==> src/rtl/sram_arb_pkg.sv <==
// Shared types and sizes for the two-port async SRAM arbiter/sequencer.
package sram_arb_pkg;

    localparam int NPORTS      = 2;
    localparam int SRAM_ADDR_W = 20;
    localparam int SRAM_DATA_W = 16;

    typedef enum logic [1:0] {IDLE, RD, WR, TURN} sram_state_t;

    // Request fields latched at grant; sized for the board's 1M x 16 part.
    typedef struct packed {
        logic                   we;
        logic [SRAM_ADDR_W-1:0] addr;
        logic [SRAM_DATA_W-1:0] wdata;
        logic [1:0]             be;
    } sram_req_t;

endpackage

==> src/rtl/sram_arbiter_ctrl_rr_arbiter2.sv <==
// Two-port round-robin arbiter: combinational grant, last-winner memory updated
// only when both ports contend, so a lone requester never disturbs the fairness order.
module rr_arbiter2
    import sram_arb_pkg::*;
(
    input  logic              clk,
    input  logic              reset,
    input  logic [NPORTS-1:0] req_i,
    input  logic              advance_i,
    output logic [NPORTS-1:0] gnt_o,
    output logic              gnt_id_o
);

    logic rr_last_q;

    always_comb begin
        gnt_id_o = 1'b0;
        if (&req_i) begin
            gnt_id_o = ~rr_last_q;
        end else if (req_i[1]) begin
            gnt_id_o = 1'b1;
        end
        gnt_o = 2'b00;
        if (|req_i) begin
            gnt_o = gnt_id_o ? 2'b10 : 2'b01;
        end
    end

    // Reset to 1 so port 0 wins the first contention.
    always_ff @(posedge clk) begin
        if (reset) begin
            rr_last_q <= 1'b1;
        end else if (advance_i && (&req_i)) begin
            rr_last_q <= gnt_id_o;
        end
    end

endmodule

==> src/rtl/sram_arbiter_ctrl.sv <==
// Two-port arbiter and access sequencer for the board's async 16-bit SRAM.
// Every pin-side control is a flop decoded from the next state, so the pins never glitch.
module sram_arbiter_ctrl
    import sram_arb_pkg::*;
#(
    parameter int ADDR_W    = SRAM_ADDR_W,
    parameter int DATA_W    = SRAM_DATA_W,
    parameter int RD_CYCLES = 2,
    parameter int WR_CYCLES = 2
) (
    input  logic                           clk,
    input  logic                           reset,
    input  logic [NPORTS-1:0]              req_i,
    input  logic [NPORTS-1:0]              we_i,
    input  logic [NPORTS-1:0][ADDR_W-1:0]  addr_i,
    input  logic [NPORTS-1:0][DATA_W-1:0]  wdata_i,
    input  logic [NPORTS-1:0][1:0]         be_i,
    output logic [NPORTS-1:0]              ack_o,
    output logic [DATA_W-1:0]              rdata_o,
    output logic                           busy_o,
    output logic [ADDR_W-1:0]              sram_addr_o,
    input  logic [DATA_W-1:0]              sram_dq_i,
    output logic [DATA_W-1:0]              sram_dq_o,
    output logic                           sram_dq_oe_o,
    output logic                           sram_ce_n_o,
    output logic                           sram_oe_n_o,
    output logic                           sram_we_n_o,
    output logic                           sram_lb_n_o,
    output logic                           sram_ub_n_o
);

    localparam int MAX_CYC = (RD_CYCLES > WR_CYCLES) ? RD_CYCLES : WR_CYCLES;
    localparam int CNT_W   = $clog2(MAX_CYC) + 1;
    localparam logic [CNT_W-1:0] RD_LAST = CNT_W'(RD_CYCLES - 1);
    localparam logic [CNT_W-1:0] WR_LAST = CNT_W'(WR_CYCLES - 1);

    sram_state_t       state_q, state_d;
    logic [CNT_W-1:0]  cnt_q, cnt_d;
    sram_req_t         req_q, req_d;
    logic [NPORTS-1:0] gnt_q, gnt_d;
    logic [NPORTS-1:0] arb_gnt;
    logic              arb_gnt_id;
    logic              grant;

    logic              ce_n_q, oe_n_q, we_n_q, lb_n_q, ub_n_q, dq_oe_q;
    logic              ce_n_d, oe_n_d, we_n_d, lb_n_d, ub_n_d, dq_oe_d;
    logic [NPORTS-1:0] ack_q, ack_d;
    logic [DATA_W-1:0] rdata_q;

    rr_arbiter2 u_arb (
        .clk       (clk),
        .reset     (reset),
        .req_i     (req_i),
        .advance_i (grant),
        .gnt_o     (arb_gnt),
        .gnt_id_o  (arb_gnt_id)
    );

    always_comb begin
        // NOTE: every signal gets a default before the case so no path leaves one unassigned (no latch).
        state_d = state_q;
        cnt_d   = cnt_q;
        req_d   = req_q;
        gnt_d   = gnt_q;
        grant   = 1'b0;

        unique case (state_q)
            IDLE: begin
                if (|req_i) begin
                    grant       = 1'b1;
                    gnt_d       = arb_gnt;
                    req_d.we    = we_i[arb_gnt_id];
                    req_d.addr  = addr_i[arb_gnt_id];
                    req_d.wdata = wdata_i[arb_gnt_id];
                    req_d.be    = be_i[arb_gnt_id];
                    cnt_d       = '0;
                    state_d     = we_i[arb_gnt_id] ? WR : RD;
                end
            end
            RD: begin
                if (cnt_q == RD_LAST) state_d = TURN;
                else                  cnt_d   = cnt_q + CNT_W'(1);
            end
            WR: begin
                if (cnt_q == WR_LAST) state_d = TURN;
                else                  cnt_d   = cnt_q + CNT_W'(1);
            end
            TURN:    state_d = IDLE;
            default: state_d = IDLE;
        endcase

        ce_n_d  = 1'b1;
        oe_n_d  = 1'b1;
        we_n_d  = 1'b1;
        lb_n_d  = 1'b1;
        ub_n_d  = 1'b1;
        dq_oe_d = 1'b0;
        ack_d   = '0;

        unique case (state_d)
            RD: begin
                ce_n_d = 1'b0;
                oe_n_d = 1'b0;
                lb_n_d = ~req_d.be[0];
                ub_n_d = ~req_d.be[1];
            end
            WR: begin
                // WE rises for the last cycle so data stays driven past the rising edge.
                ce_n_d  = 1'b0;
                dq_oe_d = 1'b1;
                we_n_d  = (cnt_d == WR_LAST);
                lb_n_d  = ~req_d.be[0];
                ub_n_d  = ~req_d.be[1];
            end
            TURN:    ack_d = gnt_d;
            default: ;
        endcase
    end

    always_ff @(posedge clk) begin
        // NOTE: state elements use non-blocking assignments so every flop sees pre-edge values.
        if (reset) begin
            state_q <= IDLE;
            cnt_q   <= '0;
            req_q   <= '0;
            gnt_q   <= '0;
            ce_n_q  <= 1'b1;
            oe_n_q  <= 1'b1;
            we_n_q  <= 1'b1;
            lb_n_q  <= 1'b1;
            ub_n_q  <= 1'b1;
            dq_oe_q <= 1'b0;
            ack_q   <= '0;
            rdata_q <= '0;
        end else begin
            state_q <= state_d;
            cnt_q   <= cnt_d;
            req_q   <= req_d;
            gnt_q   <= gnt_d;
            ce_n_q  <= ce_n_d;
            oe_n_q  <= oe_n_d;
            we_n_q  <= we_n_d;
            lb_n_q  <= lb_n_d;
            ub_n_q  <= ub_n_d;
            dq_oe_q <= dq_oe_d;
            ack_q   <= ack_d;
            if (state_q == RD && cnt_q == RD_LAST) begin
                rdata_q <= sram_dq_i;
            end
        end
    end

    assign ack_o        = ack_q;
    assign rdata_o      = rdata_q;
    assign busy_o       = (state_q != IDLE);
    assign sram_addr_o  = req_q.addr;
    assign sram_dq_o    = req_q.wdata;
    assign sram_dq_oe_o = dq_oe_q;
    assign sram_ce_n_o  = ce_n_q;
    assign sram_oe_n_o  = oe_n_q;
    assign sram_we_n_o  = we_n_q;
    assign sram_lb_n_o  = lb_n_q;
    assign sram_ub_n_o  = ub_n_q;

endmodule
==> config.mk <==
export PLATFORM = sky130hd
export DESIGN_NAME = sram_arbiter_ctrl
export DESIGN_NICKNAME = d
export VERILOG_FILES = /design/src/rtl/sram_arb_pkg.sv /design/src/rtl/sram_arbiter_ctrl_rr_arbiter2.sv /design/src/rtl/sram_arbiter_ctrl.sv
export SDC_FILE = /design/constraint.sdc
export NUM_CORES = 1
export LEC_CHECK = 0
export BUFFER_PORTS_ARGS = -buffer_cell sky130_fd_sc_hd__buf_2
export CORE_AREA = 5 5 102 104
export DETAILED_ROUTE_END_ITERATION = 8
export DIE_AREA = 0 0 107 109
export PLACE_DENSITY_LB_ADDON = 0.1
export SYNTH_ARGS = -nofsm -noshare
export SYNTH_HDL_FRONTEND = slang
export SYNTH_SLANG_ARGS = --single-unit
==> constraint.sdc <==
create_clock -name clk -period 5.65 [get_ports clk]
set_input_delay 0 -clock clk [delete_from_list [all_inputs] [get_ports clk]]
set_output_delay 0 -clock clk [all_outputs]
set_load 0.005 [all_outputs]
==> results.toml <==
[run_status]
status = "completed"

[logic_synthesis]
ys_types = 34
yosysWarnings = 0
yosysSeqAreaShare_pct = 43.6
ys_seq_elements = 69
async_flop_share_pct = 0
synth_edf_count = 0
avgSynthCellArea_sq_um = 8.98
synth_ff_type = "dfxtp_1"
syn_area_sq_mm = 0.00317
syn_nets = 455
syn_inst = 353

[power_and_ir_drop]
p_total_mw = 1.33
power.leakage_nw = 2.02
power_density_mw_per_mm2 = 311
ir_worst_vdd_mv = 0.151

[route]
drc = 0
drt_iter0_drc = 90
wire_per_inst_um = 13.5
vias_per_cell = 4.64
dr.pass1.iters = 4
routed_wl_mm = 8.33
via_count = 2857
ant_nets = 0

[clock_tree]
clkTransAtPathRegs_ns = 0.07
cts_sinks = 69
clock_tree.htree_level_count = 3
clock_tree.root_cell = "clkbuf_8"
clk-insertion-delay-late_ns = 0.33
cts.path.max_buffers = 2
cts_made_buffers = 9
cts_tree = "done"
post-cts-setup-buffer-count = 0

[worst_setup_path]
crit_type = "register to register"
worstPathArrival_ns = 2.93
critPathCaptureType = "register"
required_ns = 5.87
crit_path_max_fanout = 14
setup.worst_path.start_class = "register"

[timing]
clock_skew_ns = 0.00629
hold_violations = 0
fmax_mhz = 368
rsz0062_at_grt = "false"
worstMarginPinSlew_ns = 0.698
setup_viol = 0
finalCritPeriodShare_pct = 48.1
drv_slew = 0
fin_tns_setup_ns = 0
maxSlewHeadroom_pct = 53.4
fin_crit_ns = 2.72

[die]
coreArea_sq_mm = 0.00946
row_count = 36
dieHeight_um = 109
start_util_pct = 33.5
die_area_sq_mm = 0.0117
die_x_um = 107
ios = 159

[final_layout]
area_growth_pct = 35.6
fin_nets = 599
n_antenna_cell = 0
drive_gt1_share_pct = 36.5

[placement]
port_buffers = 158
hpwl_mm = 5.71
place.gp.congestion = 0.825

[flow_run]
cap_viol_max_count = 0

[grt]
grt_max_degree = 77
grt_pass1_vias = 2776
antenna_found_initial = 0
grt_use_total_pct = 14.2
grt_pass1_wl_mm = 13.4
grt_overflow = 0

[hold_path]
min_path_type = "input port to register"
-- per-layer routing --
layer  track usage (%)  wire length [um]  share of wire, %  up-vias
met5                 0                 0                 0        -
met4              5.57               127               1.5        0
met3              4.32               666               8.0       13
met2              23.2              3910                47      105
met1              17.7              3620                44     1279
li1                  -                 -                 -     1460
-- synthesized netlist by cell type, drive strengths merged (4+ instances only) --
master	n	area share, %
a211oi	37	8.8
a21oi	20	3.2
buf	49	11
clkbuf	11	1.3
dfxtp	69	44
ha	4	1.6
inv	9	1.1
mux2i	39	12
nand2	37	4.4
nand2b	4	0.79
nor2	45	5.3
-- worst max-delay path, cell delays in order, from the launching register on --
cell and delay [ns]:
dfxtp_1 0.35, inv_1 0.09, ha_1 0.46, inv_1 0.13
and3_1 0.24, a2111oi_4 0.39, inv_2 0.08, ha_1 0.28
or2_2 0.31, or2_2 0.28
-- cell families (layout without fill, tap and decap cells) --
kind of cell / Yosys count / count (layout) / share of synthesized area (%)
and+or+nand+nor: 102 / 102 / 13.5
buffers and inverters: 69 / 218 / 12.9
muxes: 39 / 39 / 12.3
AOI/OAI and AO/OA: 69 / 69 / 15.8
xor gates and xnor gates: 1 / 1 / 0.276
DFF: 69 / 69 / 43.6
adders and majority gates: 4 / 4 / 1.58
-- per-stage QoR --
stage	cells	util, %	hold WS, ns	cell area [sq um]	setup slack (ns)
after floorplan	353	-	0.136	3170	3.39
after global placement	568	39.7	0.240	3750	3.06
after detailed placement	568	39.7	0.245	3750	2.97
after CTS	616	45.4	0.000150	4300	2.97
after global routing	616	45.4	0.0138	4300	2.78
final	616	45.4	0.0148	4300	2.93
-- layout by cell type (no fill, tap or decap), types with 2 or more instances in the layout --
cell type        n
inv_1            8
a21oi_1         20
dlygate4sd3_1   32
nand2_1         37
nor2_1          45
clkbuf_8        11
nor2b_1          2
or2_2            2
a211oi_1        37
and3_1           2
nor3_1           3
o21ai_0          3
ha_1             4
bufinv_16        2
or3_1            2
clkinv_2         2
buf_4            3
nand2b_1         4
buf_2          158
nand3_1          2
dfxtp_1         69
mux2i_1         39
-- flip-flops by register name (all words and copies together) (netlist names), 2 cells and up --
signal / flops
cnt_q: 2
sram_addr_o: 20
ack_o: 2
req_q: 2
rdata_o: 16
state_q: 2
gnt_q: 2
sram_dq_o: 16
-- repair_timing --
item,4_1_cts,5_1_grt
hold buffers,32,0
endpoints found under the hold margin,28,0
resized for setup,0,0
-- worst paths after layout --
check                                             start                      endpoint  slack, ns  cells after the start
worst max register to register    state_q[1]$_SDFF_PP0_        sram_ub_n_o$_SDFF_PP1_       2.93                      9
worst min register to register  rdata_o[6]$_SDFFE_PP0P_       rdata_o[6]$_SDFFE_PP0P_       0.46                      2
worst max-delay path              state_q[1]$_SDFF_PP0_        sram_ub_n_o$_SDFF_PP1_       2.93                      9
worst min-delay path                         addr_i[11]  sram_addr_o[11]$_SDFFE_PP0N_       0.01                      3
-- where the power goes --
group	switching (mW)	internal, mW	total, mW
registers	0.0260	0.545	0.571
logic	0.160	0.150	0.310
clock network	0.182	0.272	0.454
total	0.368	0.966	1.33
-- area by class of cell --
| type | count | area (sq um) |
|---|---|---|
| fill | 946 | 5160 |
| sequential | 69 | 1380 |
| multi-input combinational | 215 | 1380 |
| tap | 114 | 143 |
| timing repair buffer | 193 | 1130 |
| clock inverter | 4 | 70.1 |
| inverter | 9 | 33.8 |
| clock buffer | 12 | 155 |
Power figures use the tool's default switching activity.
